### src/rtl/gshare_pht_if.sv
// Prediction request, prediction response, resolution and statistics bundle
// between the Gshare index generator / branch unit and the PHT stage.
interface gshare_pht_if #(
  parameter int unsigned INDEX_W = 4,
  parameter int unsigned STAT_W  = 16
);
  logic               pred_valid;
  logic [INDEX_W-1:0] index_recv;
  logic               pred_ready;
  logic               pred_out_valid;
  logic               pred_taken;
  logic               resolve_valid;
  logic               resolve_taken;
  logic               mispredict;
  logic [STAT_W-1:0]  correct_cnt;
  logic [STAT_W-1:0]  mispred_cnt;
  logic               underflow_err;

  modport master (
    output pred_valid, index_recv, resolve_valid, resolve_taken,
    input  pred_ready, pred_out_valid, pred_taken, mispredict,
           correct_cnt, mispred_cnt, underflow_err
  );

  modport slave (
    input  pred_valid, index_recv, resolve_valid, resolve_taken,
    output pred_ready, pred_out_valid, pred_taken, mispredict,
           correct_cnt, mispred_cnt, underflow_err
  );
endinterface

### src/rtl/gshare_pht.sv
// Gshare pattern history table: 2-bit saturating counters, registered prediction,
// in-order in-flight FIFO of issued predictions, training and accuracy statistics.
module gshare_pht #(
  parameter int unsigned INDEX_W    = 4,
  parameter int unsigned FIFO_DEPTH = 4,
  parameter int unsigned STAT_W     = 16
) (
  input  logic         clk,
  input  logic         reset,
  gshare_pht_if.slave  bus
);

  localparam int unsigned ENTRIES = 1 << INDEX_W;
  localparam int unsigned PTR_W   = $clog2(FIFO_DEPTH);
  localparam int unsigned CNT_W   = PTR_W + 1;

  typedef struct packed {
    logic [INDEX_W-1:0] idx;
    logic               pred;
  } entry_t;

  logic [1:0]        pht      [ENTRIES];
  entry_t            fifo_mem [FIFO_DEPTH];
  logic [PTR_W-1:0]  wr_ptr;
  logic [PTR_W-1:0]  rd_ptr;
  logic [CNT_W-1:0]  count;

  logic              pred_out_valid_q;
  logic              pred_taken_q;
  logic              mispredict_q;
  logic              underflow_err_q;
  logic [STAT_W-1:0] correct_cnt_q;
  logic [STAT_W-1:0] mispred_cnt_q;

  logic              pred_ready_c;
  logic              push_c;
  logic              pop_c;
  logic              hit_c;
  entry_t            head_c;
  logic [1:0]        lookup_c;
  logic [1:0]        head_ctr_c;
  logic [1:0]        trained_c;

  // Handshake decode, table lookup and saturating update of the resolving entry
  always_comb begin
    pred_ready_c = (count != CNT_W'(FIFO_DEPTH));
    push_c       = bus.pred_valid && pred_ready_c;
    pop_c        = bus.resolve_valid && (count != '0);
    head_c       = fifo_mem[rd_ptr];
    lookup_c     = pht[bus.index_recv];
    head_ctr_c   = pht[head_c.idx];
    hit_c        = (head_c.pred == bus.resolve_taken);
    trained_c    = head_ctr_c;
    if (bus.resolve_taken) begin
      if (head_ctr_c != 2'b11) trained_c = head_ctr_c + 2'd1;
    end else begin
      if (head_ctr_c != 2'b00) trained_c = head_ctr_c - 2'd1;
    end
  end

  // Counter table; lookups see the pre-edge value, so no same-index bypass
  always_ff @(posedge clk) begin
    if (reset) begin
      for (int i = 0; i < int'(ENTRIES); i++) pht[i] <= 2'b01;
    end else if (pop_c) begin
      pht[head_c.idx] <= trained_c;
    end
  end

  // In-flight storage; stale contents are harmless once the pointers reset
  always_ff @(posedge clk) begin
    if (push_c) fifo_mem[wr_ptr] <= '{idx: bus.index_recv, pred: lookup_c[1]};
  end

  always_ff @(posedge clk) begin
    if (reset) begin
      wr_ptr <= '0;
      rd_ptr <= '0;
      count  <= '0;
    end else begin
      if (push_c) wr_ptr <= wr_ptr + PTR_W'(1);
      if (pop_c)  rd_ptr <= rd_ptr + PTR_W'(1);
      case ({push_c, pop_c})
        2'b10:   count <= count + CNT_W'(1);
        2'b01:   count <= count - CNT_W'(1);
        default: count <= count;
      endcase
    end
  end

  // Registered prediction response
  always_ff @(posedge clk) begin
    if (reset) begin
      pred_out_valid_q <= 1'b0;
      pred_taken_q     <= 1'b0;
    end else begin
      pred_out_valid_q <= push_c;
      if (push_c) pred_taken_q <= lookup_c[1];
    end
  end

  // Resolution statistics and the sticky empty-resolve flag
  always_ff @(posedge clk) begin
    if (reset) begin
      mispredict_q    <= 1'b0;
      underflow_err_q <= 1'b0;
      correct_cnt_q   <= '0;
      mispred_cnt_q   <= '0;
    end else begin
      mispredict_q <= pop_c && !hit_c;
      if (bus.resolve_valid && !pop_c) underflow_err_q <= 1'b1;
      if (pop_c) begin
        if (hit_c) correct_cnt_q <= correct_cnt_q + STAT_W'(1);
        else       mispred_cnt_q <= mispred_cnt_q + STAT_W'(1);
      end
    end
  end

  assign bus.pred_ready     = pred_ready_c;
  assign bus.pred_out_valid = pred_out_valid_q;
  assign bus.pred_taken     = pred_taken_q;
  assign bus.mispredict     = mispredict_q;
  assign bus.correct_cnt    = correct_cnt_q;
  assign bus.mispred_cnt    = mispred_cnt_q;
  assign bus.underflow_err  = underflow_err_q;

endmodule

### src/flat_wrapper.sv
// flat-port wrapper written by rule: the top's interface ports become plain ports
module gshare_pht_flat 
#(
  parameter int unsigned INDEX_W    = 4,
  parameter int unsigned FIFO_DEPTH = 4,
  parameter int unsigned STAT_W     = 16
)
  (clk, reset, bus_pred_valid, bus_index_recv, bus_resolve_valid, bus_resolve_taken, bus_pred_ready, bus_pred_out_valid, bus_pred_taken, bus_mispredict, bus_correct_cnt, bus_mispred_cnt, bus_underflow_err);
  gshare_pht_if #(.INDEX_W(INDEX_W), .STAT_W(STAT_W)) bus_i ();
  input  logic clk;
  input  logic reset;
  input wire logic [$bits(bus_i.pred_valid)-1:0] bus_pred_valid;
  input wire logic [$bits(bus_i.index_recv)-1:0] bus_index_recv;
  input wire logic [$bits(bus_i.resolve_valid)-1:0] bus_resolve_valid;
  input wire logic [$bits(bus_i.resolve_taken)-1:0] bus_resolve_taken;
  output wire logic [$bits(bus_i.pred_ready)-1:0] bus_pred_ready;
  output wire logic [$bits(bus_i.pred_out_valid)-1:0] bus_pred_out_valid;
  output wire logic [$bits(bus_i.pred_taken)-1:0] bus_pred_taken;
  output wire logic [$bits(bus_i.mispredict)-1:0] bus_mispredict;
  output wire logic [$bits(bus_i.correct_cnt)-1:0] bus_correct_cnt;
  output wire logic [$bits(bus_i.mispred_cnt)-1:0] bus_mispred_cnt;
  output wire logic [$bits(bus_i.underflow_err)-1:0] bus_underflow_err;
  assign bus_i.pred_valid = bus_pred_valid;
  assign bus_i.index_recv = bus_index_recv;
  assign bus_i.resolve_valid = bus_resolve_valid;
  assign bus_i.resolve_taken = bus_resolve_taken;
  assign bus_pred_ready = bus_i.pred_ready;
  assign bus_pred_out_valid = bus_i.pred_out_valid;
  assign bus_pred_taken = bus_i.pred_taken;
  assign bus_mispredict = bus_i.mispredict;
  assign bus_correct_cnt = bus_i.correct_cnt;
  assign bus_mispred_cnt = bus_i.mispred_cnt;
  assign bus_underflow_err = bus_i.underflow_err;
  gshare_pht #(.INDEX_W(INDEX_W), .FIFO_DEPTH(FIFO_DEPTH), .STAT_W(STAT_W)) u_core (.clk(clk), .reset(reset), .bus(bus_i));
endmodule
### config.mk
export PLATFORM = sky130hd
export DESIGN_NAME = gshare_pht_flat
export DESIGN_NICKNAME = d
export VERILOG_FILES = /design/src/rtl/gshare_pht_if.sv /design/src/rtl/gshare_pht.sv /design/src/flat_wrapper.sv
export SDC_FILE = /design/constraint.sdc
export NUM_CORES = 1
export LEC_CHECK = 0
export CORE_ASPECT_RATIO = 1.5
export CORE_MARGIN = 1.5
export CORE_UTILIZATION = 45
export CTS_CLUSTER_SIZE = 20
export DETAILED_ROUTE_END_ITERATION = 12
export PLACE_DENSITY = 0.65
export SYNTH_ARGS = -nofsm -noshare
export SYNTH_HDL_FRONTEND = slang
export SYNTH_SLANG_ARGS = --single-unit
### constraint.sdc
create_clock -name clk -period 3.1 [get_ports clk]
set_input_delay 0.465 -clock clk [delete_from_list [all_inputs] [get_ports clk]]
set_output_delay 0.465 -clock clk [all_outputs]
set_load 0.02 [all_outputs]
# --- Yosys cells after proc, flatten, opt, wreduce, memory -nomap -nowiden ---
# Memories as Yosys holds them, arrays and structs flattened. A register that Yosys moved wholly into a read port is not among the register bits.
# Cells that the tools add are included.
word_totals:
  n_memories: 2
  inputBits: 9
  word_cells: 53
  regBits: 43
  ram_bits: 52
  output_inout_bits: 37
mem_list:
  columns: ["memory", "words", "width", "read_ports", "rd_clocked_by_memory_dff", "wr", "line_no", "text"]
  rows:
  - ["u_core.pht", 16, 2, 2, 0, 16, "gshare_pht.sv:22", "logic [1:0] pht [ENTRIES];"]
  - ["u_core.fifo_mem", 4, 5, 1, 1, 1, "gshare_pht.sv:23", "entry_t fifo_mem [FIFO_DEPTH];"]
classes:
  reduce_logical: 12
  n_addsub: 8
  n_eq_ne: 5
  bitwise_logic: 1
  muxes: 16
ops:
  columns: ["cell", "count"]
  rows:
  - ["$add A16 B1 Y16 const B", 2]
  - ["$mux W2", 6]
  - ["$mux W1", 8]
  - ["$add A2 B1 Y2 const B", 3]
  - ["$pmux W3 S2", 1]
  - ["$logic_and A1 B1 Y1", 4]
  - ["$mux W4", 1]
  - ["$reduce_and A2 Y1", 2]
  - ["$reduce_bool A2 Y1", 2]
  - ["$add A3 B1 Y3 const B", 1]
  - ["$ne A3 B3 Y1 const B", 1]
  - ["$reduce_bool A3 Y1", 1]
  - ["$sub A3 B1 Y3 const B", 1]
  - ["$eq A2 B1 Y1 const B", 1]
  - ["$eq A2 B2 Y1 const B", 1]
  - ["$logic_not A1 Y1", 2]
  - ["$ne A2 B2 Y1 const B", 1]
  - ["$reduce_or A2 Y1", 1]
  - ["$sub A2 B1 Y2 const B", 1]
  - ["$eq A1 B1 Y1", 1]
  - ["$not A1 Y1", 1]

# --- Depth between registers and ports, before layout ---
logic_depth:
  word_depth: 7
  depth_mapped: 10
  depth_no_buf: 10

# --- Worst setup path before layout ---
# Ideal clock, no wire load.
synth_path:
  path_kind: "reg2reg"
  start: "reg with a tool-made name"
  end: "mem u_core.pht[0][1] (data pin)"
  path_slack_ps: 628
  required_time_ps: 2829
  arrival_ps: 2201
  period_less_slack_ps: 2472
  path_stages_with_launch: 10
  n_path_buf: 3
  setup_time_ps: 271
  path_cell_list: "dfxtp_1 buf_6 mux4_2 buf_6 mux2i_1 o22ai_1 or2_4 a211oi_4 buf_6 nor4_1"
synth_rtl:
  columns: ["element", "line_no"]
  rows:
  - ["end, declared", "gshare_pht.sv:22"]

==> results.sh <==
export IMPL_finalSetupTns_ns=0
export IMPL_netlist_top_cells_area="edfxtp_1 (34%), dfxtp_1 (19%), mux4_2 (3.9%)"
export IMPL_rows=45
export IMPL_clk_latency_ns=0.34
export IMPL_syn_inst=416
export IMPL_r2r_setup_slack_ns=0.35
export IMPL_start_kind="register"
export IMPL_grt_pass1_wl_um=16900
export IMPL_path_max_fanout=21
export IMPL_drc=0
export IMPL_fin_crit_sh_pct=88.8
export IMPL_outcome="finished, final reports clean"
export IMPL_wl_per_cell_um=17.6
export IMPL_relSlewSlack_pct=58.3
export IMPL_critical_path_arrival_ns=2.82
export IMPL_yosys_warnings=0
export IMPL_grt_ovfl_total=0
export IMPL_yosysTopAreaCell="edfxtp_1"
export IMPL_synth_avg_cell_area_sq_um=11.2
export IMPL_antenna_cells=0
export IMPL_worstSetupPathType="register to register"
export IMPL_mostFrequentLayoutCells="edfxtp_1 (52), dfxtp_1 (45), clkdlybuf4s50_1 (44)"
export IMPL_final_antenna_net_count=0
export IMPL_routed_wl_um=10300
export IMPL_synth_edff_count=52
export IMPL_fp_dieH_um=128
export IMPL_areaGrowthSynthToFinish_pct=20.0
export IMPL_cp_required_ns=3.17
export IMPL_num_vias=3386
export IMPL_fmax_mhz=363
export IMPL_critPathCaptureType="register"
export IMPL_nFillCells=886
export IMPL_syn_num_nets=433
export IMPL_maxSlewViolCount=0
export IMPL_synth_seq_cells=97
export IMPL_period_needed_ns=2.75
export IMPL_r2r_end="u_core.pht[5][1]$_SDFFCE_PN0P_"
export IMPL_dpl_instance_area_sq_um=5230
export IMPL_ys_seq_area_share_pct=52.9
export IMPL_skew_ns=0.00725
export IMPL_ctsResizeCount=0
export IMPL_setup_violations=0
export IMPL_rsz0062_at_grt="no"
export IMPL_endpoint="u_core.pht[5][1]$_SDFFCE_PN0P_"
export IMPL_cts_buffer_depth=2
export IMPL_yosys_cell_types_count=41
export IMPL_syn_cell_area_sq_um=4650
export IMPL_antenna_found_initial=0
export IMPL_ys_flop_type="edfxtp_1"
export IMPL_dr_pass1_iters=4
export IMPL_post_cts_buffers=0
export IMPL_grt_max_degree=49
export IMPL_path_clk_slew_ns=0.06
export IMPL_worst_slew_pin_transition_ns=0.626
export IMPL_vias_per_cell=5.77
export IMPL_drive_above_1_share_pct=10.0
export IMPL_p_leak_nw=1.86
export IMPL_place_hpwl_um=7400
export IMPL_track_usage_pct=20.4
export IMPL_h_tree_depth=3
export IMPL_gp_congestion=0.843
export IMPL_ff2ff_path_depth=6
export IMPL_cts_tree="yes"
export IMPL_drt_initial_drc_count=132
export IMPL_fin_nets=482
export IMPL_root_buffer="clkbuf_16"
export IMPL_initial_utilization_pct=46.2
export IMPL_grt_pass1_vias=3393
export IMPL_synthArstFlopShare_pct=0
export IMPL_finalCoreUtilization_pct=55.4
export IMPL_die_w_um=86.0
export IMPL_cts_buffers=9
export IMPL_power_density_nw_per_um2=730
export IMPL_final_common_cell="edfxtp_1"
export IMPL_hold_violations=0
export IMPL_synth_top_area_share_pct=33.6
export IMPL_numClockSinks=97
export IMPL_coreArea_sq_um=10100
export IMPL_hold_class="register to register"
export IMPL_stdcell_area_sq_um=5580
export IMPL_io_pins=46
export IMPL_port_buffers=45
export IMPL_cts_hold_buf=0
export IMPL_die_area_sq_um=11000
export IMPL_maxCapViolCount=0
export IMPL_max_vdd_ir_drop_uv=389
-- logic make-up after synthesis --
family	count (synthesis)	share of synthesized area (%)
buf+inv	28	3.12
flops	97	52.9
simple gates	186	22.2
xor+xnor	25	4.87
compound gates	45	5.94
mux	27	8.66
fa+ha+maj	8	2.31
-- metrics by stage --
stage               instances  power [mW]  hold slack, ns  setup slack (ns)
floorplan                 416        2.44           0.469             0.628
global placement          571        2.74           0.443             0.338
CTS                       587        4.09           0.457             0.333
finish                    587        4.07           0.465             0.348
global route              587        4.26           0.491             0.153
detailed placement        571        2.76           0.448             0.348
-- cell usage after synthesis (13+ instances only) --
| cell type | number |
|---|---|
| edfxtp_1 | 52 |
| dfxtp_1 | 45 |
| nor2_1 | 40 |
| nand2_1 | 28 |
| a21oi_1 | 18 |
| mux2i_1 | 17 |
| nand4_1 | 14 |
| o21ai_0 | 14 |
| nand2b_1 | 13 |
| or3_1 | 13 |
-- power breakdown --
part | total, mW | switching (mW) | internal (mW) | leakage (nW)
Combinational | 1.21 | 0.755 | 0.451 | 0.869
Clock | 1.34 | 0.474 | 0.867 | 0.173
Sequential | 1.53 | 0.0681 | 1.46 | 0.823
-- sequential cells by signal (all words and copies together), names as in the netlist, 2 cells and up, named ones only --
name and count:
u_core.count 3, u_core.bus.correct_cnt 16, u_core.pht 32, u_core.rd_ptr 2
u_core.wr_ptr 2, u_core.fifo_mem 20, u_core.bus.mispred_cnt 16
-- critical path, stage by stage (launching register included) --
cell	delay (ns)
dfxtp_1	0.35
mux4_2	0.81
mux2i_1	0.31
o22ai_1	0.13
or2_4	0.28
nor2_1	0.46
nor4_1	0.13
-- routing by layer --
metal	track usage [%]	share of wire, %	vias to the layer above
met5	0	0	-
met4	7.69	2.1	0
met3	4.13	3.3	17
met2	37.5	54	70
met1	22.9	40	1668
li1	-	-	1631
-- how the worst min path moves through the flow --
stage	cells after the start	end	from
2_1_floorplan	2	u_core.wr_ptr[1]$_SDFFE_PP0P_	u_core.wr_ptr[1]$_SDFFE_PP0P_
3_3_place_gp	2	u_core.bus.pred_taken$_SDFFE_PP0P_	u_core.bus.pred_taken$_SDFFE_PP0P_
3_5_place_dp	2	u_core.bus.pred_taken$_SDFFE_PP0P_	u_core.bus.pred_taken$_SDFFE_PP0P_
4_1_cts	2	u_core.bus.pred_taken$_SDFFE_PP0P_	u_core.bus.pred_taken$_SDFFE_PP0P_
5_1_grt	2	u_core.bus.pred_taken$_SDFFE_PP0P_	u_core.bus.pred_taken$_SDFFE_PP0P_
6_report	2	u_core.bus.pred_taken$_SDFFE_PP0P_	u_core.bus.pred_taken$_SDFFE_PP0P_
-- final cells by class --
class	count	area (sq um)	share of cell area, %
Inverter	12	45.0	0.807
Clock buffer	10	229	4.10
Multi-Input combinational cell	291	2050	36.6
Clock inverter	6	130	2.33
Tap cell	117	146	2.62
Timing Repair Buffer	54	526	9.41
Sequential cell	97	2460	44.1
Power figures use the tool's default switching activity.
